`src/rtl/sca_trigger_capture_pkg.sv`:
```
// Shared types for the capture-side trigger timestamping block.
package sca_trigger_capture_pkg;

  // Default timebase/length width; the top module defaults its CntW to this.
  localparam int unsigned TrigCntW = 32;

  typedef enum logic [1:0] {
    StIdle    = 2'd0,
    StArmed   = 2'd1,
    StInPulse = 2'd2
  } trig_state_e;

  // One captured pulse. The FIFO stores events packed in this field order.
  typedef struct packed {
    logic [TrigCntW-1:0] start;
    logic [TrigCntW-1:0] len;
    logic                trunc;
  } trig_event_t;

  // Packed width of an event for an arbitrary counter width.
  function automatic int unsigned event_width(input int unsigned cnt_w);
    return 2 * cnt_w + 1;
  endfunction

endpackage

```
`src/rtl/sca_trigger_event_fifo.sv`:
```
// First-word-fall-through event FIFO with synchronous reset and flush.
// A push into a full FIFO is accepted only when a pop happens in the same cycle.
module sca_trigger_event_fifo
  import sca_trigger_capture_pkg::*;
#(
  parameter int unsigned Width = $bits(trig_event_t),
  parameter int unsigned Depth = 4
) (
  input  logic             clk_i,
  input  logic             rst_i,
  input  logic             flush_i,
  input  logic             push_i,
  input  logic [Width-1:0] data_i,
  input  logic             pop_i,
  output logic [Width-1:0] data_o,
  output logic             full_o,
  output logic             empty_o
);

  localparam int unsigned AW = $clog2(Depth);
  localparam logic [AW:0] PtrOne = 1;

  logic [Width-1:0] mem_q [Depth];
  logic [AW:0]      wr_ptr_q;
  logic [AW:0]      rd_ptr_q;
  logic             wr_en;
  logic             rd_en;

  // Extra pointer MSB distinguishes full from empty when the indices match.
  assign empty_o = (wr_ptr_q == rd_ptr_q);
  assign full_o  = (wr_ptr_q[AW] != rd_ptr_q[AW]) &&
                   (wr_ptr_q[AW-1:0] == rd_ptr_q[AW-1:0]);
  assign rd_en   = pop_i && !empty_o;
  assign wr_en   = push_i && (!full_o || rd_en);

  // Pointer update; flush behaves like a reset of the occupancy.
  always_ff @(posedge clk_i) begin
    if (rst_i || flush_i) begin
      wr_ptr_q <= '0;
      rd_ptr_q <= '0;
    end else begin
      if (wr_en) wr_ptr_q <= wr_ptr_q + PtrOne;
      if (rd_en) rd_ptr_q <= rd_ptr_q + PtrOne;
    end
  end

  // Storage write; contents need no reset since the head is masked when empty.
  always_ff @(posedge clk_i) begin
    if (wr_en) mem_q[wr_ptr_q[AW-1:0]] <= data_i;
  end

  assign data_o = empty_o ? '0 : mem_q[rd_ptr_q[AW-1:0]];

endmodule

```
`src/rtl/sca_trigger_capture.sv`:
```
// Samples the asynchronous AES trigger line, timestamps each pulse relative
// to an arm command and queues {start, len, trunc} for readout.
module sca_trigger_capture
  import sca_trigger_capture_pkg::*;
#(
  parameter int unsigned CntW       = TrigCntW,
  parameter int unsigned Depth      = 4,
  parameter int unsigned SyncStages = 2
) (
  input  logic            clk_i,
  input  logic            rst_i,
  input  logic            trigger_i,
  input  logic            arm_i,
  input  logic            disarm_i,
  input  logic            clr_i,
  input  logic [CntW-1:0] timeout_i,
  output logic            event_valid_o,
  input  logic            event_ready_i,
  output logic [CntW-1:0] event_start_o,
  output logic [CntW-1:0] event_len_o,
  output logic            event_trunc_o,
  output logic            armed_o,
  output logic            overflow_o,
  output logic            timeout_o
);

  localparam int unsigned EvW = event_width(CntW);

  logic [SyncStages-1:0] sync_q;
  logic                  trig_d_q;
  logic                  trig_s;
  logic                  rise;
  logic                  fall;

  trig_state_e           state_q;
  logic [CntW-1:0]       timebase_q;
  logic [CntW-1:0]       tb_inc;
  logic [CntW-1:0]       start_q;
  logic [CntW-1:0]       len_q;
  logic                  seen_edge_q;
  logic                  armed_q;
  logic                  overflow_q;
  logic                  timeout_q;

  logic                  push_req;
  logic                  push_trunc;
  logic                  push_fifo;
  logic                  timeout_fire;
  logic                  fifo_full;
  logic                  fifo_empty;
  logic [EvW-1:0]        fifo_rdata;

  // Synchroniser chain plus one delay flop for edge detection.
  always_ff @(posedge clk_i) begin
    if (rst_i) begin
      sync_q   <= '0;
      trig_d_q <= 1'b0;
    end else begin
      sync_q   <= {sync_q[SyncStages-2:0], trigger_i};
      trig_d_q <= trig_s;
    end
  end

  assign trig_s = sync_q[SyncStages-1];
  assign rise   = trig_s & ~trig_d_q;
  assign fall   = ~trig_s & trig_d_q;
  assign tb_inc = (timebase_q == '1) ? timebase_q : timebase_q + CntW'(1);

  // Decode event pushes and the timeout so the event lands in the FIFO at
  // the end of the detecting cycle. A re-arm discards an open pulse.
  always_comb begin
    push_req     = 1'b0;
    push_trunc   = 1'b0;
    timeout_fire = 1'b0;
    if (!arm_i) begin
      if (state_q == StInPulse) begin
        if (disarm_i) begin
          push_req   = 1'b1;
          push_trunc = ~fall;
        end else if (fall) begin
          push_req = 1'b1;
        end
      end else if (state_q == StArmed && !disarm_i && !rise) begin
        timeout_fire = (timeout_i != '0) && !seen_edge_q &&
                       (timebase_q == timeout_i - CntW'(1));
      end
    end
  end

  assign push_fifo = push_req && !clr_i;

  // Capture FSM with timebase and pulse-length counters.
  always_ff @(posedge clk_i) begin
    if (rst_i) begin
      state_q     <= StIdle;
      timebase_q  <= '0;
      start_q     <= '0;
      len_q       <= '0;
      seen_edge_q <= 1'b0;
      armed_q     <= 1'b0;
    end else if (arm_i) begin
      state_q     <= StArmed;
      timebase_q  <= '0;
      seen_edge_q <= 1'b0;
      armed_q     <= 1'b1;
    end else begin
      case (state_q)
        StArmed: begin
          timebase_q <= tb_inc;
          if (disarm_i || timeout_fire) begin
            state_q <= StIdle;
            armed_q <= 1'b0;
          end else if (rise) begin
            state_q     <= StInPulse;
            start_q     <= timebase_q;
            len_q       <= CntW'(1);
            seen_edge_q <= 1'b1;
          end
        end
        StInPulse: begin
          timebase_q <= tb_inc;
          if (disarm_i) begin
            state_q <= StIdle;
            armed_q <= 1'b0;
          end else if (fall) begin
            state_q <= StArmed;
          end else if (trig_s && len_q != '1) begin
            len_q <= len_q + CntW'(1);
          end
        end
        default: begin
          state_q <= StIdle;
        end
      endcase
    end
  end

  // Sticky flags; a new timeout in the clearing cycle still sets the flag.
  always_ff @(posedge clk_i) begin
    if (rst_i) begin
      overflow_q <= 1'b0;
      timeout_q  <= 1'b0;
    end else begin
      if (clr_i) begin
        overflow_q <= 1'b0;
        timeout_q  <= 1'b0;
      end
      if (timeout_fire) timeout_q <= 1'b1;
      if (push_fifo && fifo_full && !event_ready_i) overflow_q <= 1'b1;
    end
  end

  sca_trigger_event_fifo #(
    .Width(EvW),
    .Depth(Depth)
  ) u_fifo (
    .clk_i  (clk_i),
    .rst_i  (rst_i),
    .flush_i(clr_i),
    .push_i (push_fifo),
    .data_i ({start_q, len_q, push_trunc}),
    .pop_i  (event_ready_i),
    .data_o (fifo_rdata),
    .full_o (fifo_full),
    .empty_o(fifo_empty)
  );

  assign {event_start_o, event_len_o, event_trunc_o} = fifo_rdata;
  assign event_valid_o = ~fifo_empty;
  assign armed_o       = armed_q;
  assign overflow_o    = overflow_q;
  assign timeout_o     = timeout_q;

endmodule
```
`config.mk`:
```
export PLATFORM = sky130hd
export DESIGN_NAME = sca_trigger_capture
export DESIGN_NICKNAME = d
export VERILOG_FILES = /design/src/rtl/sca_trigger_capture_pkg.sv /design/src/rtl/sca_trigger_event_fifo.sv /design/src/rtl/sca_trigger_capture.sv
export SDC_FILE = /design/constraint.sdc
export NUM_CORES = 1
export LEC_CHECK = 0
export BUFFER_PORTS_ARGS = -buffer_cell sky130_fd_sc_hd__buf_2
export CORE_UTILIZATION = 55
export CTS_CLUSTER_SIZE = 16
export DETAILED_ROUTE_END_ITERATION = 6
export GPL_TIMING_DRIVEN = 0
export HOLD_SLACK_MARGIN = 0.1
export PLACE_DENSITY_LB_ADDON = 0.15
export SKIP_CTS_REPAIR_TIMING = 1
export SYNTH_ARGS = -nofsm -noshare
export SYNTH_HDL_FRONTEND = slang
export SYNTH_HIERARCHICAL = 1
export SYNTH_SLANG_ARGS = --single-unit
export TNS_END_PERCENT = 20
```
`constraint.sdc`:
```
create_clock -name clk_i -period 5.3 [get_ports clk_i]
set_input_delay 0.795 -clock clk_i [delete_from_list [all_inputs] [get_ports clk_i]]
set_output_delay 0.795 -clock clk_i [all_outputs]
set_load 0.005 [all_outputs]
```
### Word-level counts from Yosys, hierarchy flattened

Memories as Yosys holds them, arrays and structs flattened. A register that Yosys moved wholly into a read port is not among the register bits.
Cells that the tools add are included.

| cells by class | value |
|---|---|
| mux-type cells | 34 |
| reduce and logical (&&, ||, !) cells | 35 |
| bitwise gates (word level) | 9 |
| add/subtract/negate cells | 5 |
| equality and inequality tests | 19 |

Operator list:

| kind | count |
|---|---|
| 32-bit two-way mux | 5 |
| 65-bit two-way mux | 1 |
| 32-bit by 1-bit adder with 32-bit output, second input constant | 2 |
| 32-bit one-hot mux with 2 select lines | 1 |
| 32-bit == test | 1 |
| 32-bit == test, second input constant | 1 |
| 32-bit != test, second input constant | 1 |
| 32-bit nonzero test | 1 |
| 32-bit by 1-bit subtractor with 32-bit output, second input constant | 1 |
| 1-bit two-way mux | 19 |
| 2-bit two-way mux | 6 |
| 1-bit logical AND | 11 |
| 2-bit != test, second input constant | 4 |
| 1-bit zero test | 7 |
| 1-bit NOT | 7 |
| 7-bit AND reduction | 1 |
| 3-bit by 1-bit adder with 3-bit output, second input constant | 2 |
| 3-bit by 2-bit != test with 1-bit output, second input constant | 2 |
| 3-bit != test, second input constant | 2 |
| 2-bit AND reduction | 3 |
| 3-bit AND reduction | 2 |
| 2-bit nonzero test | 3 |
| 4-bit by 3-bit != test with 1-bit output, second input constant | 1 |
| 4-bit != test, second input constant | 1 |
| other kinds (13) | 17 |

| storage, ports and cells | value |
|---|---|
| memories | 1 |
| RAM bits | 260 |
| input port bits | 39 |
| register bits after elaboration | 111 |
| word-level logic and storage cells | 116 |
| output and inout port bits | 69 |

Memory list:

| memory | depth | bits a word | read ports | clocked after memory_dff | write ports | RTL line | RTL |
|---|---|---|---|---|---|---|---|
| u_fifo.mem_q | 4 | 65 | 1 | 1 | 1 | sca_trigger_event_fifo.sv:23 | `logic [Width-1:0] mem_q [Depth];` |

### Longest topological paths before layout

Gate-level depths: netlist of the first run.

| depth | value |
|---|---|
| depth in word-level cells | 11 |
| mapped depth | 10 |
| depth with buffers taken out | 10 |

### By module

Netlist of the first run, hierarchy kept.

By module, submodules not included:

| module | area each (sq um) | sequential area each (sq um) | cells an instance | instances |
|---|---|---|---|---|
| sca_trigger_event_fifo | 10287.4 | 7967.6 | 464 | 1 |
| sca_trigger_capture | 5642.9 | 2102.0 | 710 | 1 |

### Worst setup path before layout of the first run

Ideal clock, no wire load.

| timing path | value |
|---|---|
| path kind | input to register |
| from | in arm_i |
| to | reg u_fifo.wr_ptr_q[2] |
| stages | 5 |
| path slack | -0.106 ns |
| arrival time | 5.106 ns |
| library setup time | 0.300 ns |
| required time | 5.000 ns |
| buffers on the path | 1 |
| path through | clkbuf_1 > nor4b_1 > nand2_1 > a41oi_1 > mux2i_1 |

| on the way | value |
|---|---|
| longest elaborated chain between the ends | 3 |

Ends and longest elaborated chain:

| what | RTL line | RTL |
|---|---|---|
| from (decl) | sca_trigger_capture.sv:13 | `input logic arm_i,` |
| 1-bit two-way mux | sca_trigger_capture.sv:75 | `if (!arm_i) begin` |
| 1-bit logical AND | sca_trigger_capture.sv:90 | `assign push_fifo = push_req && !clr_i;` |
| named net push_fifo | sca_trigger_capture.sv:47 | `logic push_fifo;` |
| 1-bit logical AND | sca_trigger_event_fifo.sv:34 | `assign wr_en = push_i && (!full_o \|\| rd_en);` |
| to (signal assigned) | sca_trigger_event_fifo.sv:42 | `if (wr_en) wr_ptr_q <= wr_ptr_q + PtrOne;` |
| to (decl) | sca_trigger_event_fifo.sv:24 | `logic [AW:0] wr_ptr_q;` |

The timed path passes the listed nets, and every way through them passes these cells.
A chain may end at the register's enable or synchronous reset.

### Final worst setup path of the first run

| timing path | value |
|---|---|
| from | reg state_q[0] |
| to | reg len_q[31] |

| on the way | value |
|---|---|
| longest elaborated chain between the ends | 9 |
| elaborated cells on any way between the ends | 16 |
| classes of those cells | 7 x eq/ne; 4 x mux; 5 x reduce/logical |

Ends and longest elaborated chain:

| what | RTL line | RTL |
|---|---|---|
| from (decl) | sca_trigger_capture.sv:35 | `trig_state_e state_q;` |
| from (signal assigned) | sca_trigger_capture.sv:95 | `state_q <= StIdle;` |
| from (signal assigned) | sca_trigger_capture.sv:102 | `state_q <= StArmed;` |
| from (signal assigned) | sca_trigger_capture.sv:111 | `state_q <= StIdle;` |
| 2-bit by 1-bit == test with 1-bit output | sca_trigger_capture.sv:83, sca_trigger_capture.sv:107 |  |
| 1-bit logical AND (2 in a row) | sca_trigger_capture.sv:83 | `end else if (state_q == StArmed && !disarm_i && !rise) begin` |
| 1-bit two-way mux | sca_trigger_capture.sv:83 |  |
| 1-bit two-way mux | sca_trigger_capture.sv:76 | `if (state_q == StInPulse) begin` |
| 1-bit two-way mux | sca_trigger_capture.sv:75 |  |
| 1-bit logical OR | sca_trigger_capture.sv:110 | `if (disarm_i \|\| timeout_fire) begin` |
| 2-bit != test (no line) | -- |  |
| 7-bit AND reduction (no line) | -- |  |
| to (signal assigned) | sca_trigger_capture.sv:116 | `len_q <= CntW'(1);` |
| to (signal assigned) | sca_trigger_capture.sv:128 | `len_q <= len_q + CntW'(1);` |
| to (decl) | sca_trigger_capture.sv:39 | `logic [CntW-1:0] len_q;` |

Parallel ways exist; a longest one is shown, timed or not.

==> results of run 1 <==
Yosys cell counts (all sizes together), types with 3 or more instances:
master	count	share of area, %
edfxtp	260	49
nand2	114	2.7
dfxtp	113	14
nor2	79	1.9
nor2b	73	2.9
mux4	65	9.2
a21oi	54	1.7
xor2	50	2.7
xnor2	46	2.5
clkbuf	32	0.76
inv	28	0.66
nor3	25	0.85
nand3	23	0.72
nand4	22	0.96
o21ai	21	0.66
buf	20	0.71
nor4	17	1.0
or3	17	0.67
and3	10	0.39
ha	10	0.79
and4	9	0.49
and2	8	0.31
mux2i	8	0.50
nor4b	8	0.48
nor3b	6	0.28
nand2b	5	0.20
nand4b	5	0.37
or2	5	0.20
or4	5	0.24
a31oi	4	0.16
o21a	3	0.14
metrics by stage:
| step | TNS [ns] | worst slack (ns) |
|---|---|---|
| 4_1_cts | 0 | 1.87 |
| 6_report | 0 | 1.86 |
| 3_5_place_dp | 0 | 1.65 |
| 2_1_floorplan | 0 | 1.38 |
| 5_1_grt | 0 | 1.60 |
| 3_3_place_gp | -55.17 | -0.536 |
kinds of logic (layout without fill, tap and decap cells):
family                     after synthesis  count (layout)
adders and majority gates               10              10
xor gates and xnor gates                96              96
AOI/OAI and AO/OA                      105             105
DFF                                    373             373
buffers and inverters                   80             262
muxes                                   74              74
and+or+nand+nor                        436             436
layout make-up:
cell class	count	area share, %
flip-flops and latches	373	54.8
multi-input cells	721	30.2
clock buffers	53	5.65
repair buffers	112	3.70
well taps	378	2.57
clock inverters	17	1.31
plain buffers	52	1.28
inverters	28	0.572
sequential cells by signal, indices dropped and copies added (netlist names), named ones only:
register,flops
u_fifo/mem_q,260
len_q,32
start_q,32
timebase_q,32
u_fifo/rd_ptr_q,3
u_fifo/wr_ptr_q,3
state_q,2
sync_q,2
armed_o,1
overflow_o,1
seen_edge_q,1
timeout_o,1
trig_d_q,1
per-layer routing:
metal | vias up | global-route usage (%) | wire (µm)
li1 | 4669 | - | -
met5 | - | 0 | 0
met3 | 46 | 2.84 | 1360
met1 | 4742 | 29.6 | 13900
met2 | 248 | 35.7 | 15100
met4 | 0 | 6.62 | 704
worst max-delay path by stage:
stage,startpoint,to,slack (ns),cells after the start
floorplan,arm_i,u_fifo/mem_q[3][0]$_DFFE_PP_,1.38,4
global placement,arm_i,u_fifo/wr_ptr_q[2]$_SDFFE_PP0P_,-0.54,6
detailed placement,timeout_i[0],armed_o$_SDFFE_PP0P_,1.65,11
CTS,state_q[0]$_SDFFE_PP0P_,len_q[31]$_SDFFE_PP0P_,1.87,10
global route,state_q[0]$_SDFFE_PP0P_,len_q[31]$_SDFFE_PP0P_,1.60,10
finish,state_q[0]$_SDFFE_PP0P_,len_q[31]$_SDFFE_PP0P_,1.86,10
power by group through the flow:
stage	Combinational [mW]	Sequential, mW	Clock (mW)
after floorplan	0.0644	3.14	0
after detailed placement	0.112	3.14	0
after CTS	0.113	3.08	2.74
after global placement	0.110	3.14	0
final	0.113	3.08	2.69
after global routing	0.125	3.08	2.85
critical path: cells and delay by family, from the launching register on:
| kind | cells | cell delay, ns |
|---|---|---|
| compound gates | 1 | 0.26 |
| xor+xnor | 1 | 0.19 |
| fa+ha+maj | 1 | 0.13 |
| buf+inv | 2 | 0.42 |
| flops | 1 | 0.33 |
| simple gates | 5 | 1.99 |
cells in the final DEF (no fill, tap or decap), drive strengths merged, types with 5 or more instances in the layout:
cell	synthesis	routed
bufinv	0	5
nand2	114	114
nand4	22	22
and2	8	8
clkbuf	32	85
and3	10	10
nor3b	6	6
nor4	17	17
nor2b	73	73
or2	5	5
buf	20	132
o21ai	21	21
and4	9	9
a21oi	54	54
nand2b	5	5
nor3	25	25
xnor2	46	46
clkinv	0	12
nor4b	8	8
dfxtp	113	113
ha	10	10
nor2	79	79
mux4	65	65
edfxtp	260	260
nand3	23	23
or4	5	5
nand4b	5	5
inv	28	28
or3	17	17
xor2	50	50
mux2i	8	8
==> results.txt, run 1 <==
The weighted congestion at the end of routability-driven global placement is 0.874. The worst hold slack is 0.476 ns. The via count of the first global-routing pass is 9,184. The number of endpoints with negative hold slack in the final report came out at 0.

The final-report max-slew violation count came out at 0. The total I/O pin count came out at 108. The clock tree buffer depth came out at 3. The critical path goes through inv_1 -> ha_1 -> clkbuf_1 -> nor2_1 -> nor4b_1 -> o21ai_1 -> nor4_1 -> nand4_1 -> xor2_1 -> nor2_1. After detailed routing, the total wire length is 31.0 mm. The area share of and/or/nand/nor cells after synthesis came out at 14.9%. Net switching is 19.4% of the power. Dividing total power by cell area gives a power density of 320 nW/µm².

The power consumption came out at 5.89 mW. The post-synthesis area per instance came out at 13.6 µm². The xor and xnor area share after synthesis is 5.28%. The post-route minimum period came out at 3.44 ns. The finished layout holds 1,734 standard cells, fillers aside.

Counting flops with a built-in enable in the synthesized netlist gives 260. The wire length of the first global-routing pass came out at 48.9 mm. The worst setup path is launched from a register. Among all stages on the critical path, the largest delay is contributed by sky130_fd_sc_hd__nor4_1.

The number of nets still failing antenna checks after routing is 0. The worst register-to-register path ends at len_q[31]$_SDFFE_PP0P_. The register area came out at 10,100 µm².

The peak per-stage delay on the critical path came out at 1.10 ns. The row count came out at 61. The count of max-cap constraint violations is 0. The net count of the mapped netlist came out at 1,223.

The cell with the most instances on the worst path is sky130_fd_sc_hd__nor2_1. The setup path with the least slack is of type register to register. The fraction of synthesized area in multiplexers is 9.76%. Counting the fill cells in the layout gives 2,075. Of the available clock period, the critical path in the final layout requires 64.9%. Sequential elements use 63.2% of the synthesized area. The multi-input combinational cells in the finished layout cover a total of 5550 µm². The main flop type after synthesis is sky130_fd_sc_hd__edfxtp_1. Of the cells placed in the final design, the portion with a size suffix greater than 1 is 20.1%. The placed cell count is 1,664. In the routed layout, each cell is associated on average with a via count of 5.60.

Detailed routing inserted a total of 9,705 vias. The routed length per instance came out at 17.9 µm. The post-synthesis async set-or-reset flop share is 0%. The largest net degree at the start of global routing is 56. Relative to the synthesized area, the layout overhead comes to 15.4%. The fraction of the core area covered by cells at the end of the flow came out at 65.3%. The number of library cell types mapped by synthesis came out at 62. The die extent in x is 172 µm. The final-report setup violation count came out at 0. For the worst-skew pair, the clock arrives at the later sink with an insertion delay of 0.53 ns. In this run, the combinational gates consume 1.9% of the power.

The worst hold path class is register to register. Summing the areas of all compound-gate instances in the mapped netlist gives 3.95% of the synthesized area. The synthesized instance count is 1,174. The flop-to-flop setup slack is 1.86 ns.

The data required time at the worst endpoint came out at 5.71 ns. The post-route cell area came out at 18,400 µm². The post-synthesis sequential element count is 373. The H-tree depth reported by CTS is 2. The net count of the finished layout is 1,375. The part of the power in registers is 52.3%. The worst-case reg-to-reg path depth is 10. The normalized max-slew margin came out at 11.9%.

The placeable core region came out at 28,200 µm². The number of warnings issued by yosys is 6. The number of DRC markers in iteration 0 came out at 544.

In this run the cell area measured after placement is 17,100 µm². The arrival time of data at the critical path endpoint came out at 3.85 ns. The total congestion overflow after global routing came out at 0. The post-route DRC violation count came out at 0. The transition time of the tightest slew-check pin is 1.31 ns. The initial standard-cell utilization of the core came out at 56.6%. The worst hold path passes through 2 cells. For this design the static power due to leakage is 5.96 nW.

The flow ran to the end, and the final reports show no timing, DRC or antenna violations. In the global route stage, overall resource usage came out at 21.5%. The total clock sinks is 373. The number of antenna violations at the first check in global routing came to 0. The cell internal power dissipation is 4.75 mW. The synthesized netlist occupies a cell area of 15,900 µm². The maximum operating frequency is 291 MHz. By area, the combinational part of the netlist is dominated by simple AND/OR/NAND/NOR gates. The number of inserted diodes is 0. The count of buffers added on input and output ports is 106.

In this run the critical register-to-register path is launched from state_q[0]$_SDFFE_PP0P_. The startpoint of the worst hold path is timebase_q[28]$_SDFFE_PP0P_. The kind of end point of the critical path is a register. The die area is 29,600 µm². The worst hold path terminates at start_q[28]$_SDFFE_PP0P_. The fraction of power consumed by the clock network came out at 45.7%. The maximum VDD drop came out at 250 µV. The clock-pin slew on the worst setup and hold paths is 0.06 ns. The die is 172 µm tall.

The CTS buffer count came out at 38. The synthesized netlist devotes 0.785% of its cell area to adder and majority cells. The detailed-placement wirelength estimate came out at 20.9 mm.

The reported net switching power came out at 1.14 mW. The pre-antenna-repair detailed-routing pass consisted of 5 iterations. The CTS tree is yes. The clock tree root buffer cell is sky130_fd_sc_hd__clkbuf_16. The clock skew after layout is 0.0240 ns. Setup repair after global routing left no endpoint under its margin. The highest net fanout along the worst path is 10.
No activity file was read; power rests on OpenSTA's default activity.
==> run 2, diff against run 1 <==
==> constraint.sdc (replaced) <==
create_clock -name clk_i -period 2.91 [get_ports clk_i]
set_input_delay 0.4365 -clock clk_i [delete_from_list [all_inputs] [get_ports clk_i]]
set_output_delay 0.4365 -clock clk_i [all_outputs]
set_load 0.005 [all_outputs]
==> run 2 against run 1 <==
Net effect:
- non-clock buffer count is 1 higher
- routed wire length is 1.6% higher
- worst hold slack worse by 0.29 ns
- register-to-register slack worse by 1.7 ns
- clock power is 84% higher
- clock skew is 0.011 ns lower
- combinational power is 83% higher
- count of clock-buffer cells in the layout is 3 lower
- first-iteration DRC count is 12% higher
- critical endpoint is now event_start_o[2]
- largest cell class unchanged
==> results.txt, run 2 (same netlist as run 1, synthesis figures left out) <==
The die extent in x is 172 µm (unchanged). The clock tree buffer depth is 3 (unchanged). The static leakage power is 6.07 nW (was 5.96 nW). The normalized max-slew margin is 50.2% (was 11.9%). The die area is 29,600 µm² (unchanged).

The count of input and output buffers came out at 106 (unchanged). The insertion delay of the later-clocked pin in the worst-skew pair came out at 0.51 ns (was 0.53 ns). The total track usage is 21.6% (was 21.5%). The H-tree depth reported by CTS came out at 2 (unchanged). The worst hold slack is 0.183 ns (was 0.476 ns).

The largest net degree at the start of global routing is 56 (unchanged). The number of antenna violations at the first check in global routing came out at 1 (was 0). The row count came out at 61 (unchanged). The CTS buffer count is 38 (unchanged). The detailed-placement wirelength estimate came out at 20.9 mm (about the same). The power consumption is 10.8 mW (was 5.89 mW). The flip-flop count of the largest register after layout was 260 (unchanged). The data required time at the worst endpoint was 2.47 ns (was 5.71 ns).

The CTS tree is yes (unchanged). The placed cell count is 1,664 (unchanged). Run status: finished clean (unchanged). The power per unit of standard cell area came out at 580 nW/µm² (was 320 nW/µm²). The kind of end point of the critical path is a primary output (was register). The share of layout cells above drive strength 1 came out at 21.4% (was 20.1%). The commonest non-fill, non-tap cell in the layout is sky130_fd_sc_hd__edfxtp_1 (unchanged). The worst hold path class is input port to register (was register to register). The number of nets still failing antenna checks after routing came out at 0 (unchanged).

The total I/O pin count is 108 (unchanged). The clock tree root buffer cell is sky130_fd_sc_hd__clkbuf_16 (unchanged). The number of nets in the layout was 1,377 (was 1,375).

The transition time of the tightest slew-check pin came out at 0.744 ns (was 1.31 ns). The classification of the worst setup path was register to primary output (was register to register). The placeable core region came out at 28,200 µm² (unchanged). The total routed wirelength came out at 31.5 mm (was 31.0 mm).

The highest net fanout along the worst path came out at 10 (unchanged). The fraction of the core area covered by cells at the end of the flow is 65.8% (was 65.3%). The arrival time of data at the critical path endpoint came out at 2.34 ns (was 3.85 ns). The total congestion overflow after global routing was 0 (unchanged). The via count of the first global-routing pass is 9,316 (was 9,184). The wire length of the first global-routing pass is 49.0 mm (was 48.9 mm).

The count of max-cap constraint violations came out at 0 (unchanged). The post-route DRC violation count is 0 (unchanged). The via density per instance came out at 5.64 (was 5.60). The total vias in the final route came out at 9,791 (was 9,705). The final-report max-slew violation count came out at 0 (unchanged).

The aggregate negative setup slack is 0 ns (unchanged). The number of endpoints with negative hold slack in the final report was 0 (unchanged). The count of placed standard cells in the final layout, fillers left out is 1,736 (was 1,734). The final period utilization is 95.4%.

The final-report setup violation count is 0 (unchanged). Timing would allow up to 360 MHz. The layout overhead on the synthesized area came to 16.4% (was 15.4%).

RSZ-0062 raised after global routing: true (was false). The maximum VDD drop is 335 µV (was 250 µV). The weighted congestion at the end of routability-driven global placement is 0.880 (was 0.874). The clock skew after layout is 0.0130 ns (was 0.0240 ns). The die extent in y is 172 µm (unchanged). The number of DRC markers in iteration 0 came out at 610 (was 544). The startpoint kind of the worst setup timing path is a register (unchanged). The total clock sinks came out at 373 (unchanged). The post-route minimum period is 2.78 ns. The clock-pin slew on the worst setup and hold paths is 0.06 ns (about the same).

The first-pass detailed-route iteration total came out at 5 (unchanged). The initial standard-cell utilization of the core came out at 56.6% (unchanged). The routed length per instance was 18.1 µm (was 17.9 µm). Commonest cells after routing, fill and taps aside: sky130_fd_sc_hd__edfxtp_1, sky130_fd_sc_hd__buf_2, sky130_fd_sc_hd__nand2_1 (unchanged).
[run 2: cell types whose count changed in the layout (fill, tap and decap cells not counted), sizes merged]
| cell | previous run | this run |
|---|---|---|
| and2 | 8 | 9 |
| buf | 132 | 130 |
| clkinv | 12 | 11 |
| clkinvlp | 0 | 2 |
| diode | 0 | 1 |
| inv | 28 | 29 |
[run 2: critical path, cell delays in order (launching register included)]
cell                       delay (ns)
sky130_fd_sc_hd__dfxtp_1         0.46
sky130_fd_sc_hd__xor2_1          0.18
sky130_fd_sc_hd__nor3_4          0.36
sky130_fd_sc_hd__clkbuf_4        0.31
sky130_fd_sc_hd__buf_2           0.25
sky130_fd_sc_hd__nor2b_1         0.11
sky130_fd_sc_hd__buf_2           0.14
[run 2: final timing paths]
check,from,endpoint,slack [ns],cells past startpoint
worst max-delay path,u_fifo/wr_ptr_q[0]$_SDFFE_PP0P_,event_start_o[2],0.13,6
worst min-delay path,trigger_i,sync_q[0]$_SDFF_PP0_,0.18,2
worst max register to register,timebase_q[20]$_SDFFE_PP0P_,timebase_q[9]$_SDFFE_PP0P_,0.15,10
worst min register to register,sync_q[0]$_SDFF_PP0_,sync_q[1]$_SDFF_PP0_,0.46,1
[run 2: power by group]
| part | total [mW] | internal [mW] | switching (mW) |
|---|---|---|---|
| Clock | 4.94 | 3.03 | 1.91 |
| Combinational | 0.207 | 0.0765 | 0.130 |
| Sequential | 5.61 | 5.61 | 0.00545 |
| Total | 10.8 | 8.72 | 2.05 |
[run 2: final cells by class]
class,instances,area (µm²)
antenna,1,2.50
multi-input combinational,722,5660
timing repair buffer,114,696
clock inverter,19,220
sequential,373,10100
tap,378,473
inverter,28,105
clock buffer,50,1070
fill,2107,9630
buffer,51,243
[run 2: metal layers]
metal  GRT usage (%)  wire (µm)
met1            29.0      13900
met5               0          0
met4            6.66        726
met2            36.4      15500
met3            3.11       1350
[run 2: per-stage QoR]
stage | instance area (µm²) | setup WS, ns
CTS | 18400 | -0.517
floorplan | 16000 | -0.407
finish | 18500 | 0.135
detailed placement | 17100 | -0.486
global route | 18500 | -0.0844
global placement | 17000 | -1.96
==> run 3, diff against run 2 <==
--- a/config.mk
+++ b/config.mk
@@ -6,6 +6,7 @@
 export NUM_CORES = 1
 export LEC_CHECK = 0
 export BUFFER_PORTS_ARGS = -buffer_cell sky130_fd_sc_hd__buf_2
+export CORE_MARGIN = 2
 export CORE_UTILIZATION = 55
 export CTS_CLUSTER_SIZE = 16
 export DETAILED_ROUTE_END_ITERATION = 6
==> run 3 against run 2 <==
Net effect:
- the flow now finishes with violations (DRC)
- first-iteration DRC count up 7.7%
- non-clock buffer count down 3
- clock skew up 0.0031 ns
- via count down 0.67%
- flip-flop and latch count unchanged
- routed wire length down 1.2%
- fmax down 0.74%
- critical path type unchanged
- largest power group unchanged
==> results.txt, run 3 (same netlist as run 1, synthesis figures left out) <==
The count of max-cap constraint violations is 0 (unchanged). The total vias in the final route came out at 9,725 (was 9,791). The total track usage came out at 20.8% (was 21.6%).

The fraction of the core area covered by cells at the end of the flow came out at 64.6% (was 65.8%). The post-route cell area came to 18,500 µm² (about the same). The clock skew after layout is 0.0161 ns (was 0.0130 ns).

The power per unit of standard cell area came out at 575 nW/µm² (was 580 nW/µm²). Run status: finished with violations (was finished clean). The data required time at the worst endpoint is 2.47 ns (about the same).

The routed length per instance came to 17.9 µm (was 18.1 µm). The total I/O pin count came out at 108 (unchanged). The CTS tree is yes (unchanged). The final-report max-slew violation count is 0 (unchanged). The CTS buffer count came to 37 (was 38).

The fill cell instance count of the final layout came to 2,105 (was 2,107). The arrival time of data at the critical path endpoint came to 2.36 ns (was 2.34 ns). The wire length of the first global-routing pass is 50.0 mm (was 49.0 mm).

The number of nets still failing antenna checks after routing came to 0 (unchanged). The clock tree root buffer cell is sky130_fd_sc_hd__clkbuf_16 (unchanged). The routed wire length on met2 came out at 15.3 mm (was 15.5 mm). The maximum operating frequency is 358 MHz (was 360 MHz). The total routed wirelength is 31.1 mm (was 31.5 mm). The final reports fail on DRC. The highest net fanout along the worst path came out at 10 (unchanged). The initial standard-cell utilization of the core was 55.7% (was 56.6%). The insertion delay of the later-clocked pin in the worst-skew pair came out at 0.52 ns (was 0.51 ns).

The die area came out at 30,300 µm² (was 29,600 µm²). The H-tree depth reported by CTS came out at 2 (unchanged). The first-pass detailed-route iteration total came out at 7 (was 5).

The transition time of the tightest slew-check pin came out at 0.698 ns (was 0.744 ns). The via density per instance is 5.60 (was 5.64). The final-report setup violation count came out at 0 (unchanged). The weighted congestion at the end of routability-driven global placement was 0.881 (was 0.880). The total congestion overflow after global routing came to 0 (unchanged). The row count is 62 (was 61).

The count of input and output buffers came out at 106 (unchanged). The startpoint kind of the worst setup timing path is a register (unchanged). The post-route minimum period is 2.80 ns (was 2.78 ns).

The clock-pin slew on the worst setup and hold paths came out at 0.06 ns (about the same). The commonest non-fill, non-tap cell in the layout is sky130_fd_sc_hd__edfxtp_1 (unchanged). The kind of end point of the critical path is a primary output (unchanged). The final period utilization came out at 96.1% (was 95.4%). The layout overhead on the synthesized area came out at 16.1% (was 16.4%). The number of inserted diodes is 0 (was 1). The detailed-placement wirelength estimate is 21.0 mm (was 20.9 mm). The maximum VDD drop is 374 µV (was 335 µV). The length of routed met3 wiring is 1.45 mm (was 1.35 mm). The number of DRC markers in iteration 0 is 657 (was 610).

The die extent in x came out at 174 µm (was 172 µm). The share of layout cells above drive strength 1 is 21.4% (about the same). The worst hold path class was input port to register (unchanged).

The largest net degree at the start of global routing is 56 (unchanged). The normalized max-slew margin is 53.0% (was 50.2%). The number of endpoints with negative hold slack in the final report is 0 (unchanged). The static leakage power was 6.03 nW (was 6.07 nW). The total clock sinks came out at 373 (unchanged). The clock tree buffer depth came out at 3 (unchanged). The worst hold slack is 0.189 ns (was 0.183 ns). RSZ-0062 raised after global routing: false (was true). The post-route DRC violation count is 1 (was 0). The die extent in y is 174 µm (was 172 µm). The via count of the first global-routing pass came to 9,442 (was 9,316). The flip-flop count of the largest register after layout is 260 (unchanged). The classification of the worst setup path is register to primary output (unchanged).

Commonest cells after routing, fill and taps aside: sky130_fd_sc_hd__edfxtp_1, sky130_fd_sc_hd__buf_2, sky130_fd_sc_hd__nand2_1 (unchanged). The number of antenna violations at the first check in global routing was 0 (was 1). The cell area after placement is 17,100 µm² (about the same).

The number of nets in the layout is 1,372 (was 1,377). The highest routed metal layer is met4 (unchanged). The total routed wire length on the met1 layer came out at 13.7 mm (was 13.9 mm). The power consumption came out at 10.6 mW (was 10.8 mW). The placeable core region is 28,600 µm² (was 28,200 µm²).
run 3: cell count changes in the layout (fill, tap and decap cells not counted), sizes merged:
cell and delta:
and2 -1, clkinv -3, clkbuf +2, diode -1
bufinv -3, buf -1, inv +1
run 3: path summary, 6_finish.rpt:
check	startpoint	to	slack [ns]	cells past startpoint
min	trigger_i	sync_q[0]$_SDFF_PP0_	0.19	2
max	u_fifo/wr_ptr_q[1]$_SDFFE_PP0P_	event_start_o[3]	0.11	6
min reg2reg	sync_q[0]$_SDFF_PP0_	sync_q[1]$_SDFF_PP0_	0.45	1
max reg2reg	timebase_q[20]$_SDFFE_PP0P_	timebase_q[9]$_SDFFE_PP0P_	0.20	9
run 3: routing by layer:
metal | up-vias | global-route usage, %
met4 | 0 | 5.43
met3 | 41 | 2.93
met5 | - | 0
li1 | 4656 | -
met2 | 226 | 34.6
met1 | 4802 | 29.0
run 3: cell type report:
cell class	instances	area [µm²]	share of cell area, %
Timing Repair Buffer	113	703	3.80
Clock inverter	14	130	0.704
Tap cell	384	480	2.60
Sequential cell	373	10100	54.5
Clock buffer	54	1140	6.14
Inverter	28	105	0.568
Buffer	49	235	1.27
Multi-Input combinational cell	721	5630	30.5
run 3: stage by stage:
step / setup TNS (ns) / worst slack (ns) / instances
3_5_place_dp: -10.15 / -0.531 / 1671
6_report: 0 / 0.114 / 1736
2_1_floorplan: -52.96 / -0.407 / 1174
3_3_place_gp: -397.08 / -2.03 / 1664
5_1_grt: 0 / 0.0204 / 1736
4_1_cts: -11.79 / -0.568 / 1739
run 3: where the power goes:
| group | total [mW] | internal, mW | switching (mW) |
|---|---|---|---|
| clock network | 4.82 | 2.91 | 1.91 |
| registers | 5.61 | 5.61 | 0.00478 |
| logic | 0.208 | 0.0765 | 0.132 |
| total | 10.6 | 8.59 | 2.05 |
run 3: critical path: stages (launching register included):
cell and delay (ns):
sky130_fd_sc_hd__dfxtp_1 0.46, sky130_fd_sc_hd__xor2_1 0.39, sky130_fd_sc_hd__nor3_4 0.11, sky130_fd_sc_hd__clkbuf_4 0.23, sky130_fd_sc_hd__buf_2 0.20, sky130_fd_sc_hd__nor2b_1 0.27, sky130_fd_sc_hd__buf_2 0.17
